`config.mk`:
```
export PLATFORM = sky130hd
export DESIGN_NAME = conc_stim_player_flat
export DESIGN_NICKNAME = d
export VERILOG_FILES = /design/src/rtl/conc_stim_player_if.sv /design/src/rtl/conc_stim_player.sv /design/src/flat_wrapper.sv
export SDC_FILE = /design/constraint.sdc
export NUM_CORES = 2
export LEC_CHECK = 0
export BUFFER_PORTS_ARGS = -buffer_cell sky130_fd_sc_hd__buf_2
export CAP_MARGIN = 20
export CORE_MARGIN = 3
export CORE_UTILIZATION = 63
export DETAILED_ROUTE_END_ITERATION = 12
export PLACE_DENSITY_LB_ADDON = 0.3
export SYNTH_ARGS = -nofsm -noshare
export SYNTH_HDL_FRONTEND = slang
export SYNTH_SLANG_ARGS = --single-unit
```
`constraint.sdc`:
```
create_clock -name clock -period 3.54 [get_ports clock]
set_input_delay 0.531 -clock clock [delete_from_list [all_inputs] [get_ports clock]]
set_output_delay 0.531 -clock clock [all_outputs]
set_load 0.02 [all_outputs]
```
`src/rtl/conc_stim_player_if.sv`:
```
// Opcode load port for conc_stim_player.
// Host drives valid/data/last; the player returns ready.
interface conc_stim_player_if #(
  parameter int DATA_W = 6
);
  logic              ld_valid;
  logic              ld_ready;
  logic [DATA_W+1:0] ld_data;
  logic              ld_last;

  modport master (
    output ld_valid,
    output ld_data,
    output ld_last,
    input  ld_ready
  );

  modport slave (
    input  ld_valid,
    input  ld_data,
    input  ld_last,
    output ld_ready
  );
endinterface

```
`src/rtl/conc_stim_player.sv`:
```
// Opcode playback stage driving DUT primary inputs.
// CONC_STIM_LOOP_EN: wrap to the first opcode instead of stopping.
module conc_stim_player #(
  parameter int DEPTH  = 201,
  parameter int DATA_W = 6
) (
  input  logic              clock,
  input  logic              reset,
  conc_stim_player_if.slave ld,
  input  logic              start,
  input  logic              clr,
  output logic [DATA_W-1:0] x_in,
  output logic              stbi,
  output logic              obs,
  output logic [31:0]       pc,
  output logic              busy,
  output logic              done,
  output logic              wrap
);
  localparam int LW = $clog2(DEPTH + 1);
  localparam int OW = DATA_W + 2;

  localparam logic [1:0] S_IDLE = 2'd0;
  localparam logic [1:0] S_RUN  = 2'd1;
  localparam logic [1:0] S_DONE = 2'd2;

  localparam logic [LW-1:0] WP_MAX  = LW'(DEPTH);
  localparam logic [LW-1:0] WP_LAST = LW'(DEPTH - 1);

  logic [1:0]    state;
  logic [LW-1:0] wp;
  logic [LW-1:0] len;
  logic [OW-1:0] mem [DEPTH];
  logic [OW-1:0] op;
  logic          ld_fire;
  logic          seal;
  logic          at_end;
  logic          sealed;

  assign sealed = (len != '0);

  assign ld.ld_ready = !reset
                    && (state == S_IDLE)
                    && !sealed
                    && (wp < WP_MAX);

  assign ld_fire = ld.ld_valid & ld.ld_ready;
  assign seal    = ld_fire
                && (ld.ld_last || wp == WP_LAST);
  assign at_end  = (pc == 32'(len));

  always_ff @(posedge clock) begin
    if (ld_fire && !clr) mem[wp] <= ld.ld_data;
  end

  always_ff @(posedge clock) begin
    if (reset) begin
      state <= S_IDLE;
      wp    <= '0;
      len   <= '0;
      pc    <= '0;
      op    <= '0;
    end else if (clr) begin
      state <= S_IDLE;
      wp    <= '0;
      len   <= '0;
      pc    <= '0;
      op    <= '0;
    end else begin
      case (state)
        S_IDLE: begin
          if (ld_fire) wp <= wp + LW'(1);
          if (seal) len <= wp + LW'(1);
          if (start && sealed) begin
            state <= S_RUN;
            pc    <= 32'd1;
            op    <= mem[0];
          end
        end
        S_RUN: begin
          if (at_end) begin
`ifdef CONC_STIM_LOOP_EN
            pc <= 32'd1;
            op <= mem[0];
`else
            state <= S_DONE;
            pc    <= '0;
            op    <= '0;
`endif
          end else begin
            // pc is 1-based, so slot pc is the next opcode
            pc <= pc + 32'd1;
            op <= mem[pc[LW-1:0]];
          end
        end
        S_DONE: begin
          if (start) begin
            state <= S_RUN;
            pc    <= 32'd1;
            op    <= mem[0];
          end
        end
        default: state <= S_IDLE;
      endcase
    end
  end

`ifdef CONC_STIM_LOOP_EN
  always_ff @(posedge clock) begin
    if (reset) wrap <= 1'b0;
    else wrap <= !clr && (state == S_RUN) && at_end;
  end
`else
  assign wrap = 1'b0;
`endif

  assign x_in = op[DATA_W-1:0];
  assign stbi = op[DATA_W];
  assign obs  = op[DATA_W+1];
  assign busy = (state == S_RUN);
  assign done = (state == S_DONE);
endmodule

```
`src/flat_wrapper.sv`:
```
// flat-port wrapper written by rule: the top's interface ports become plain ports
module conc_stim_player_flat 
#(
  parameter int DEPTH  = 201,
  parameter int DATA_W = 6
)
  (clock, reset, start, clr, x_in, stbi, obs, pc, busy, done, wrap, ld_ld_valid, ld_ld_data, ld_ld_last, ld_ld_ready);
  conc_stim_player_if #(.DATA_W(DATA_W)) ld_i ();
  input  logic clock;
  input  logic reset;
  input  logic start;
  input  logic clr;
  output logic [DATA_W-1:0] x_in;
  output logic stbi;
  output logic obs;
  output logic [31:0] pc;
  output logic busy;
  output logic done;
  output logic wrap;
  input wire logic [$bits(ld_i.ld_valid)-1:0] ld_ld_valid;
  input wire logic [$bits(ld_i.ld_data)-1:0] ld_ld_data;
  input wire logic [$bits(ld_i.ld_last)-1:0] ld_ld_last;
  output wire logic [$bits(ld_i.ld_ready)-1:0] ld_ld_ready;
  assign ld_i.ld_valid = ld_ld_valid;
  assign ld_i.ld_data = ld_ld_data;
  assign ld_i.ld_last = ld_ld_last;
  assign ld_ld_ready = ld_i.ld_ready;
  conc_stim_player #(.DEPTH(DEPTH), .DATA_W(DATA_W)) u_core (.clock(clock), .reset(reset), .ld(ld_i), .start(start), .clr(clr), .x_in(x_in), .stbi(stbi), .obs(obs), .pc(pc), .busy(busy), .done(done), .wrap(wrap));
endmodule
```
==> results.cfg <==
[clock_network]
clockBufferDepth = 3
cts.sinks = 1674
cts.clk_slew.worst_paths_ns = 0.06
cts_tree = built
clk_latency_ns = 0.77
cts-root-buf = clkbuf_16
cts-htree-levels = 4
numCtsBuffers = 161

[pwr]
power-per-cell-area_nw_per_um2 = 522
p_leak_nw = 23.4
seq_power_share_pct = 55.5
p_clk_share_pct = 43.1
total_power_mw = 39.1
switching_power_mw = 7.80
p_int_mw = 31.3
swShare_pct = 20.0
combPwrFrac_pct = 1.4
irDropWorstVdd_mv = 0.455

[detailed_routing]
ant_nets = 0
drc = 0
route.layer.met1.wl_um = 61900
vias = 36279
dr_wl_met3_um = 22700
via_per_inst = 7.06
drt_iter0_markers = 5548
totalWireLength_um = 175000
wl_per_cell_um = 34.0
wl_met2_um = 82000
dr.pass1.iters = 9
routed.top_layer = met5

[finish]
fillerInstances = 5529
final_cells = 5136
nets = 3651
postLayoutCoreUtil_pct = 73.0
area_growth_pct = 13.9
drive_gt1_share_pct = 28.4

[synthesis]
syn_area_um2 = 65800
synth_warnings = 0
synth_fp_nets = 3286
synth-simple-area-share_pct = 3.91
synth-edff-count = 1608
syn_inst = 3267
synth_top_area_share_pct = 73.4
synthAdderAreaFrac_pct = 0.0951
muxShareOfSynthArea_pct = 15.6
synthXorXnorAreaFrac_pct = 0.533
async_flop_share_pct = 0
synth-compound-area-share_pct = 2.63
ys.flop_type = edfxtp_1
synthTopCellsByArea = edfxtp_1 (73%), mux4_2 (14%), dfxtp_1 (2.0%), nor2_1 (1.7%), mux2i_1 (1.6%)
ys_ff_latch = 1674
seq_area_frac_synth_pct = 75.4
ys_types = 73
yosys.area.top_type = edfxtp_1
synth_top_family_by_area = multiplexers
syn_avg_cell_area_um2 = 20.1

[sta]
tightest_slew_ns = 1.24
fmax_mhz = 285
hold_viol_final = 0
fin_setup_tns_ns = 0
fin_skew_ns = 0.0470
rsz0062_at_grt = true
max-slew-margin-rel_pct = 17.1
finalSetupViolations = 0
fin_crit_sh_pct = 99.2
min_period_ns = 3.51
setup_ws_ns = 0.0286
slew_violations = 0

[die]
initial_core_util_pct = 64.1
rows = 117
die_h_um = 329
coreArea_um2 = 103000
die_w_um = 329
io_pins = 58
dieArea_um2 = 108000

[critical_path]
cp_max_fo = 31
cp_data_required_time_ns = 4.16
crit_chain = buf_4 -> nand2_1 -> o22ai_1 -> nor4_1 -> a21oi_1 -> o21ai_0 -> a32oi_1 -> o22ai_1
setup.worst_path.start_class = register
critPathMaxStageDelay_ns = 0.49
end_kind = register
critical_path.slowest_cell = nand2_1
crit_top_cell = o22ai_1
cp.arrival_ns = 4.13
worstSetupPathType = register to register

[placement]
dp_hpwl_um = 106000
placed_cells = 4827
port_buffers = 56
place_ws_ns = -0.116
place.gp.congestion = 0.966

[status]
status = finished, final reports clean

[grt]
overflow = 0
grt_pass1_vias = 36058
grt_max_degree = 125
antenna_found_initial = 6
grt_first_pass_wirelength_um = 254000
grt_use_total_pct = 32.9

[job]
max-cap-violations = 0

[min_path]
hp-class = primary input to register
==> layout by cell type, fill, tap and decap left out, drive strengths merged, types with 52 or more instances in the layout <==
cell / netlist / final
edfxtp: 1608 / 1608
nand2: 111 / 111
a21oi: 52 / 52
clkinv: 0 / 76
mux4: 406 / 406
dfxtp: 66 / 66
nor2: 290 / 290
buf: 115 / 393
mux2i: 103 / 103
clkbuf: 76 / 197
==> synthesized netlist by cell type (14+ instances only) <==
library cell	instances
edfxtp_1	1608
mux4_2	398
nor2_1	290
nand2_1	111
mux2i_1	103
clkbuf_1	76
dfxtp_1	66
a21oi_1	52
buf_2	44
o21ai_0	37
o22ai_1	35
nand3_1	32
o221ai_1	32
buf_4	27
xnor2_1	26
buf_6	22
nor3_1	22
nor2b_1	20
a22oi_1	18
nand2b_1	17
a211oi_1	16
nor4_1	16
buf_1	15
xor2_1	14
==> routing by layer <==
layer	up-vias	global-route usage, %
met2	3030	50.0
met3	487	9.38
met1	18628	45.8
li1	14132	-
met5	-	0
met4	2	13.6
==> registers in the layout (all words and copies together), names as in the netlist, named ones only <==
register,count
u_core.op,8
u_core.pc,32
u_core.wp,8
u_core.state,2
u_core.mem,1608
u_core.len,8
==> critical path, delay by kind of cell, from the launching register on <==
family | cells | cell delay (ns)
flops | 1 | 0.43
compound gates | 5 | 1.83
simple gates | 2 | 0.60
buf+inv | 1 | 0.46
==> metrics by stage <==
stage	instance area, um^2	hold slack (ns)
global placement	69600	0.490
global route	74900	0.0377
floorplan	65800	0.479
finish	74900	0.0643
detailed placement	69600	0.511
CTS	74800	0.0406
==> path summary, 6_finish.rpt <==
kind	startpoint	to	slack, ns	cells after the start
max	register	u_core.op[7]$_SDFFE_PP0P_	0.03	8
min	ld_ld_data[7]	u_core.mem[107][7]$_DFFE_PP_	0.06	1
max reg2reg	register	u_core.op[7]$_SDFFE_PP0P_	0.03	8
min reg2reg	u_core.len[1]$_SDFFE_PP0P_	u_core.len[1]$_SDFFE_PP0P_	0.54	2
==> cell type report <==
type / instances / area [um^2] / share of cell area, %
Sequential cell: 1674 / 49600 / 66.3
Antenna cell: 6 / 15.0 / 0.0200
Multi-Input combinational cell: 1387 / 15100 / 20.1
Clock buffer: 197 / 4220 / 5.64
Inverter: 15 / 57.6 / 0.0769
Timing Repair Buffer: 393 / 3260 / 4.36
Tap cell: 1368 / 1710 / 2.29
Clock inverter: 96 / 932 / 1.24
==> logic make-up after synthesis <==
logic type,count (synthesis)
compound gates,252
buf+inv,206
fa+ha+maj,5
xor+xnor,40
simple gates,574
other cells,1
mux,515
flops,1674
==> power by group through the flow <==
stage                     combinational, mW  clock, mW  sequential (mW)
after floorplan                       0.126          0             22.1
after global placement                0.505          0             22.1
after detailed placement              0.537          0             22.1
after CTS                             0.541       16.9             21.7
after global routing                  0.574       17.7             21.7
final                                 0.547       16.8             21.7
==> what timing repair did <==
| item | 4_1_cts | 5_1_grt |
|---|---|---|
| endpoints found under the setup margin | 10 | 242 |
| gates resized for setup | 2 | 13 |
| hold buffers | 0 | 0 |
| buffers inserted | 1 | 8 |
| pin swaps | 0 | 0 |
Power figures use the tool's default switching activity.
